## src/rtl/truth_table_sweeper.sv

```systemverilog
// Exhaustive truth-table sweeper for an external combinational function.
// Optional abort control is enabled with SWEEP_ABORT_EN.
module truth_table_sweeper #(
   parameter int N_IN   = 4,
   parameter int SETTLE = 1
) (
   input  logic                 clk,
   input  logic                 rst_n,
   input  logic                 start,
   input  logic [2**N_IN-1:0]   expected,
   input  logic                 fn_out,
`ifdef SWEEP_ABORT_EN
   input  logic                 abort,
   output logic                 aborted,
`endif
   output logic [N_IN-1:0]      vec,
   output logic                 busy,
   output logic                 done,
   output logic [2**N_IN-1:0]   result,
   output logic [N_IN:0]        mismatch_cnt,
   output logic [N_IN-1:0]      first_fail,
   output logic                 fail_valid,
   output logic                 pass
);

   localparam int CW = (SETTLE > 1) ? $clog2(SETTLE) : 1;
   localparam logic [CW-1:0] CNT_MAX = CW'(SETTLE - 1);
   localparam logic [N_IN-1:0] IDX_LAST = N_IN'(2**N_IN - 1);

   typedef enum logic [1:0] {IDLE, DRIVE, SAMPLE, DONE} state_t;

   state_t              state;
   state_t              nxt;
   logic [2**N_IN-1:0]  exp_q;
   logic [N_IN-1:0]     idx;
   logic [CW-1:0]       cnt;
   logic                abort_hit;
   logic                miss;
   logic [N_IN:0]       mm_nxt;

`ifdef SWEEP_ABORT_EN
   assign abort_hit = abort;
`else
   assign abort_hit = 1'b0;
`endif

   // Case inequality so an X/Z from the function is scored as a miss.
   assign miss   = (fn_out !== exp_q[idx]);
   assign mm_nxt = mismatch_cnt + {{N_IN{1'b0}}, miss};

   always_ff @(posedge clk or negedge rst_n) begin
      if (!rst_n) state <= IDLE;
      else        state <= nxt;
   end

   always_comb begin
      nxt = state;
      unique case (state)
         IDLE:    if (start) nxt = DRIVE;
         DRIVE: begin
            if (abort_hit)          nxt = IDLE;
            else if (cnt == CNT_MAX) nxt = SAMPLE;
         end
         SAMPLE: begin
            if (abort_hit)            nxt = IDLE;
            else if (idx == IDX_LAST) nxt = DONE;
            else                      nxt = DRIVE;
         end
         DONE:    nxt = IDLE;
         default: nxt = IDLE;
      endcase
   end

   always_comb begin
      busy = (state == DRIVE) || (state == SAMPLE);
      done = (state == DONE);
   end

   always_ff @(posedge clk or negedge rst_n) begin
      if (!rst_n) begin
         exp_q        <= '0;
         idx          <= '0;
         cnt          <= '0;
         vec          <= '0;
         result       <= '0;
         mismatch_cnt <= '0;
         first_fail   <= '0;
         fail_valid   <= 1'b0;
         pass         <= 1'b0;
`ifdef SWEEP_ABORT_EN
         aborted      <= 1'b0;
`endif
      end else begin
         unique case (state)
            IDLE: begin
               if (start) begin
                  exp_q        <= expected;
                  result       <= '0;
                  mismatch_cnt <= '0;
                  fail_valid   <= 1'b0;
                  pass         <= 1'b0;
                  idx          <= '0;
                  vec          <= '0;
                  cnt          <= '0;
`ifdef SWEEP_ABORT_EN
                  aborted      <= 1'b0;
`endif
               end
            end
            DRIVE: begin
               if (abort_hit) begin
                  vec <= '0;
`ifdef SWEEP_ABORT_EN
                  aborted <= 1'b1;
`endif
               end else if (cnt != CNT_MAX) begin
                  cnt <= cnt + 1'b1;
               end
            end
            SAMPLE: begin
               if (abort_hit) begin
                  vec <= '0;
`ifdef SWEEP_ABORT_EN
                  aborted <= 1'b1;
`endif
               end else begin
                  result[idx]  <= fn_out;
                  mismatch_cnt <= mm_nxt;
                  if (miss && !fail_valid) begin
                     first_fail <= idx;
                     fail_valid <= 1'b1;
                  end
                  // pass is ready together with the done pulse
                  if (idx == IDX_LAST) begin
                     pass <= (mm_nxt == '0);
                  end else begin
                     idx <= idx + 1'b1;
                     vec <= idx + 1'b1;
                     cnt <= '0;
                  end
               end
            end
            default: ;
         endcase
      end
   end

endmodule

```

## config.mk

```make
export PLATFORM = sky130hd
export DESIGN_NAME = truth_table_sweeper
export DESIGN_NICKNAME = d
export VERILOG_FILES = /design/src/rtl/truth_table_sweeper.sv
export SDC_FILE = /design/constraint.sdc
export NUM_CORES = 1
export LEC_CHECK = 0
export BUFFER_PORTS_ARGS = -buffer_cell sky130_fd_sc_hd__buf_2
export CORE_ASPECT_RATIO = 2
export CORE_MARGIN = 2
export CORE_UTILIZATION = 58
export CTS_CLUSTER_SIZE = 14
export DETAILED_ROUTE_END_ITERATION = 6
export GPL_TIMING_DRIVEN = 0
export PLACE_DENSITY = 0.84
export SLEW_MARGIN = 20
export SYNTH_ARGS = -nofsm -noshare
export SYNTH_HDL_FRONTEND = slang
export SYNTH_SLANG_ARGS = --single-unit
export TNS_END_PERCENT = 5
```

## constraint.sdc

```tcl
create_clock -name clk -period 7.8 [get_ports clk]
set_input_delay 1.56 -clock clk [delete_from_list [all_inputs] [get_ports clk]]
set_output_delay 1.56 -clock clk [all_outputs]
set_load 0.02 [all_outputs]
```

# Yosys cells after proc, flatten, opt, wreduce, memory -nomap -nowiden
# Index checks and enable logic that the tools add are counted.
# W data, S select, Z words.
# totals
register_bits	50
wordCells	64
inputBits	20
out_inout_bits	33
# op_classes
order_cmp	2
muxes	24
n_eq_ne	10
addsub	3
n_reduce_logical	16
# ops
operator	n
$pmux W16 S2	1
$bwmux W16	1
$mux W16	1
$reduce_and A3 Y1	4
$pmux W5 S2	1
$mux W4	2
$ne A2 B2 Y1 const B	4
$pmux W2 S4	1
$pmux W4 S2	1
$reduce_and A2 Y1	4
$mux W1	7
$mux W2	3
$add A5 B1 Y5	1
$logic_not A5 Y1	1
$lt A4 B5 Y1 const B	1
$mux W5	1
$add A4 B1 Y4 const B	1
$bmux W1 S4	1
$demux W1 S4	1
$eq A2 B2 Y1 const B	2
$eq A4 B4 Y1 const B	1
$ge A4 B1 Y1 const B	1
$pmux W1 S2	2
$pmux W1 S3	1
other kinds (10)	11

# Longest topological paths before layout
# depth
depth_word	7
depth_mapped	11
ltp_nobuf	10

# Worst setup path before layout
# No wires, ideal clock.
# synth_path
kind	input port to flip-flop
start	input port fn_out
end	register pass
t_arrival_ns	2.905
slack_ns	4.774
stages	8
required_ns	7.678
setup_time_ns	0.122
path_buffers	1
cell_sequence	clkbuf_1 xor2_1 ha_1 ha_1 xnor2_1 nand3_1 o31ai_1 a32o_1
# synth_via
elab_chain_cells	5
# synth_lines
element	line	source
start, declared	11	input logic fn_out,
$nex A1 B1 Y1	48	assign miss = (fn_out !== exp_q[idx]);
$add A5 B1 Y5	49	assign mm_nxt = mismatch_cnt + {{N_IN{1'b0}}, miss};
$logic_not A5 Y1	135	pass <= (mm_nxt == '0);
$mux W1	134	if (idx == IDX_LAST) begin
$pmux W1 S2	94	unique case (state)
end signal, assigned	135	
end, declared	23	output logic pass
# Every way passes these cells. The select of a mux whose other input is x is not followed.
# A chain may end at the register's enable or synchronous reset.

# Final worst setup path
# Ends and elaborated chain as after synthesis.

==> flow_metrics.env <==
export IMPL_totalPowerFinal_uw=917
export IMPL_synth_area_um2=2480
export IMPL_clock_sinks=49
export IMPL_slew_viol_final=0
export IMPL_setup_violations=0
export IMPL_syn_nets=251
export IMPL_place_inst=324
export IMPL_ir_drop_mv=0.217
export IMPL_yosysWarnings=0
export IMPL_fin_tns_setup_ps=0
export IMPL_ys_top_cells_by_area="dfrtp_1 (49%), o21ai_0 (7.5%), mux2_2 (7.3%), ha_1 (5.1%), mux2i_1 (4.8%)"
export IMPL_synth_flop_cell="dfrtp_1"
export IMPL_synth_mux_area_share_pct=15.3
export IMPL_internal_power_uw=560
export IMPL_drt_wl_total_um=5420
export IMPL_hold_class="flop to flop"
export IMPL_hpwlAfterDp_um=4090
export IMPL_synth_top_family_by_area="compound AO/OA/AOI/OAI gates"
export IMPL_finish_utilization_pct=70.6
export IMPL_start_util_pct=60.6
export IMPL_wl_per_cell_um=16.3
export IMPL_p_leak_nw=1.39
export IMPL_grt_overflow_total=0
export IMPL_port_buffer_count=51
export IMPL_clock_power_share_pct=16.0
export IMPL_num_antenna_cells=0
export IMPL_pwr_share_seq_pct=40.1
export IMPL_fin_nets=309
export IMPL_maxCapViolations=0
export IMPL_synthDistinctLibCells=37
export IMPL_swShare_pct=38.9
export IMPL_combPwrFrac_pct=43.9
export IMPL_grt_pass1_vias=1986
export IMPL_final_instance_count_excl_fill=332
export IMPL_netlist_top_cell_by_area="dfrtp_1"
export IMPL_max_slew_worst_pin_slew_ps=604
export IMPL_worstSetupPathType="primary input to flop"
export IMPL_fin_skew_ps=15.5
export IMPL_synthSimpleGateAreaFrac_pct=8.89
export IMPL_antenna_found_initial=0
export IMPL_cts_resized=0
export IMPL_ios=53
export IMPL_via_per_inst=5.86
export IMPL_synth_fa_ha_area_share_pct=5.05
export IMPL_arrival_ps=3160
export IMPL_synth_top_area_share_pct=49.5
export IMPL_clk_pin_slew_ps=90
export IMPL_area_growth_syn_to_layout_pct=16.5
export IMPL_slew_headroom_pct=59.7
export IMPL_reg2reg_from="idx[1]$_DFFE_PN0P_"
export IMPL_postSynthAreaPerCell_um2=11.2
export IMPL_cts_tree="done"
export IMPL_synthCells=221
export IMPL_p_per_area_nw_per_um2=318
export IMPL_ctsHoldBuffers=0
export IMPL_async_reset_ff_share_pct=100
export IMPL_antenna_left=0
export IMPL_clk_path_buf_depth=2
export IMPL_fmax_mhz=337
export IMPL_synth_seq_area_share_pct=49.5
export IMPL_p_switching_uw=357
export IMPL_synth_seq_cells=49
export IMPL_die_h_um=96.4
export IMPL_grt_pass1_wl_um=8980
export IMPL_synth_common_cells="dfrtp_1 (49), o21ai_0 (37), mux2_2 (16)"
export IMPL_period_needed_ps=2970
export IMPL_rsz0062_at_grt="false"
export IMPL_outcome="complete, no violations"
export IMPL_grtUsageTotal_pct=24.7
export IMPL_gp_congestion=0.941
export IMPL_numCtsBuffers=5
export IMPL_via_count=1947
export IMPL_fp_row_count=33
export IMPL_die_area_um2=4840
export IMPL_clock_latency_ps=300
export IMPL_yosys_cell_count_top_type="dfrtp_1"
export IMPL_synth_edff_count=0
export IMPL_drc=0
export IMPL_synth_compound_area_share_pct=16.6
export IMPL_regToRegSetupSlack_ps=4950
export IMPL_cts_setup_buffers=0
export IMPL_htreeDepth=2
export IMPL_drt_initial_drc_count=49
export IMPL_synth_xor_area_share_pct=1.77
export IMPL_start_kind="primary input"
export IMPL_die_x_um=50.2
export IMPL_critPathRequiredTime_ps=8000
export IMPL_end_kind="flop"
export IMPL_drive_gt1_share_pct=29.3
export IMPL_timing_final_crit_share_pct=38.0
export IMPL_clockRootBuffer="clkbuf_8"
export IMPL_core_um2=4090
export IMPL_finalHoldViolCount=0
export IMPL_grt_max_degree=50
export IMPL_firstDrtPassIters=4
export IMPL_crit_start="fn_out"
export IMPL_hp_start="first_fail[0]$_DFFE_PN0P_"
export IMPL_crit_fanout=10
## final timing paths
kind | endpoint | cells past startpoint
setup / recovery | pass$_DFFE_PN0P_ | 8
hold / removal | first_fail[0]$_DFFE_PN0P_ | 1
setup reg to reg | pass$_DFFE_PN0P_ | 11
hold reg to reg | first_fail[0]$_DFFE_PN0P_ | 1
max in group asynchronous | exp_q[11]$_DFFE_PN0P_ | 1
min in group asynchronous | result[4]$_DFFE_PN0P_ | 1
## per-layer routing
layer / vias to the layer above / wire (um) / GRT usage (%)
met1: 962 / 1930 / 24.5
met4: 0 / 143 / 10.9
met2: 61 / 3110 / 48.4
li1: 911 / - / -
met3: 13 / 231 / 4.31
met5: - / 0 / 0
## through the flow
step	cell area (um2)	hold WS, ps	worst slack [ps]
4_1_cts	2880	498	4810
3_5_place_dp	2800	467	4480
5_1_grt	2890	525	4640
2_1_floorplan	2480	479	4770
3_3_place_gp	2800	456	4560
6_report	2890	495	4830
## cells by family after synthesis
logic type      after synthesis
mux                          33
flops                        49
xor+xnor                      5
simple gates                 40
fa+ha+maj                    10
compound gates               67
buf+inv                      17
## worst max-delay path, cell delays in order
cell	delay (ps)
clkbuf_1	330
xor2_1	260
ha_1	210
ha_1	280
xnor2_1	100
nand3_1	80
o31ai_1	70
a32o_1	270
## power by group through the flow
stage / sequential, mW / clock, mW / combinational [mW]
2_1_floorplan: 0.383 / 0 / 0.281
5_1_grt: 0.377 / 0.160 / 0.446
6_report: 0.368 / 0.147 / 0.403
4_1_cts: 0.368 / 0.148 / 0.404
3_5_place_dp: 0.373 / 0 / 0.403
3_3_place_gp: 0.369 / 0 / 0.390
## placed cells by master, fill, tap and decap left out, types with 2 or more instances in the layout
cell | synthesis | routed
buf_2 | 1 | 51
dfrtp_1 | 49 | 49
o21ai_0 | 37 | 37
mux2_2 | 16 | 16
a21boi_0 | 15 | 15
mux2i_1 | 12 | 12
nand2_1 | 11 | 11
clkbuf_1 | 10 | 10
ha_1 | 10 | 10
nand3_1 | 8 | 8
inv_1 | 5 | 5
a22o_1 | 5 | 5
clkbuf_8 | 0 | 5
a21oi_1 | 4 | 4
xor2_1 | 3 | 3
nand2b_1 | 3 | 3
nor2_1 | 3 | 3
nor2b_1 | 3 | 3
mux2_1 | 3 | 3
mux4_2 | 2 | 2
xnor2_1 | 2 | 2
and4_1 | 2 | 2
nor3_1 | 2 | 2
clkinv_2 | 0 | 2
## area by class of cell
class / count / area, um2
plain buffers: 12 / 53.8
flip-flops and latches: 49 / 1230
clock buffers: 5 / 68.8
well taps: 52 / 65.1
repair buffers: 51 / 258
multi-input cells: 155 / 1180
fillers: 327 / 1200
clock inverters: 3 / 17.5
inverters: 5 / 18.8
## sequential cells by signal, indices dropped and copies added (netlist names)
register	flops
pass	1
fail_valid	1
state	2
exp_q	16
result	16
idx	4
first_fail	4
mismatch_cnt	5
Note: power is estimated with default switching activity, not from simulation.
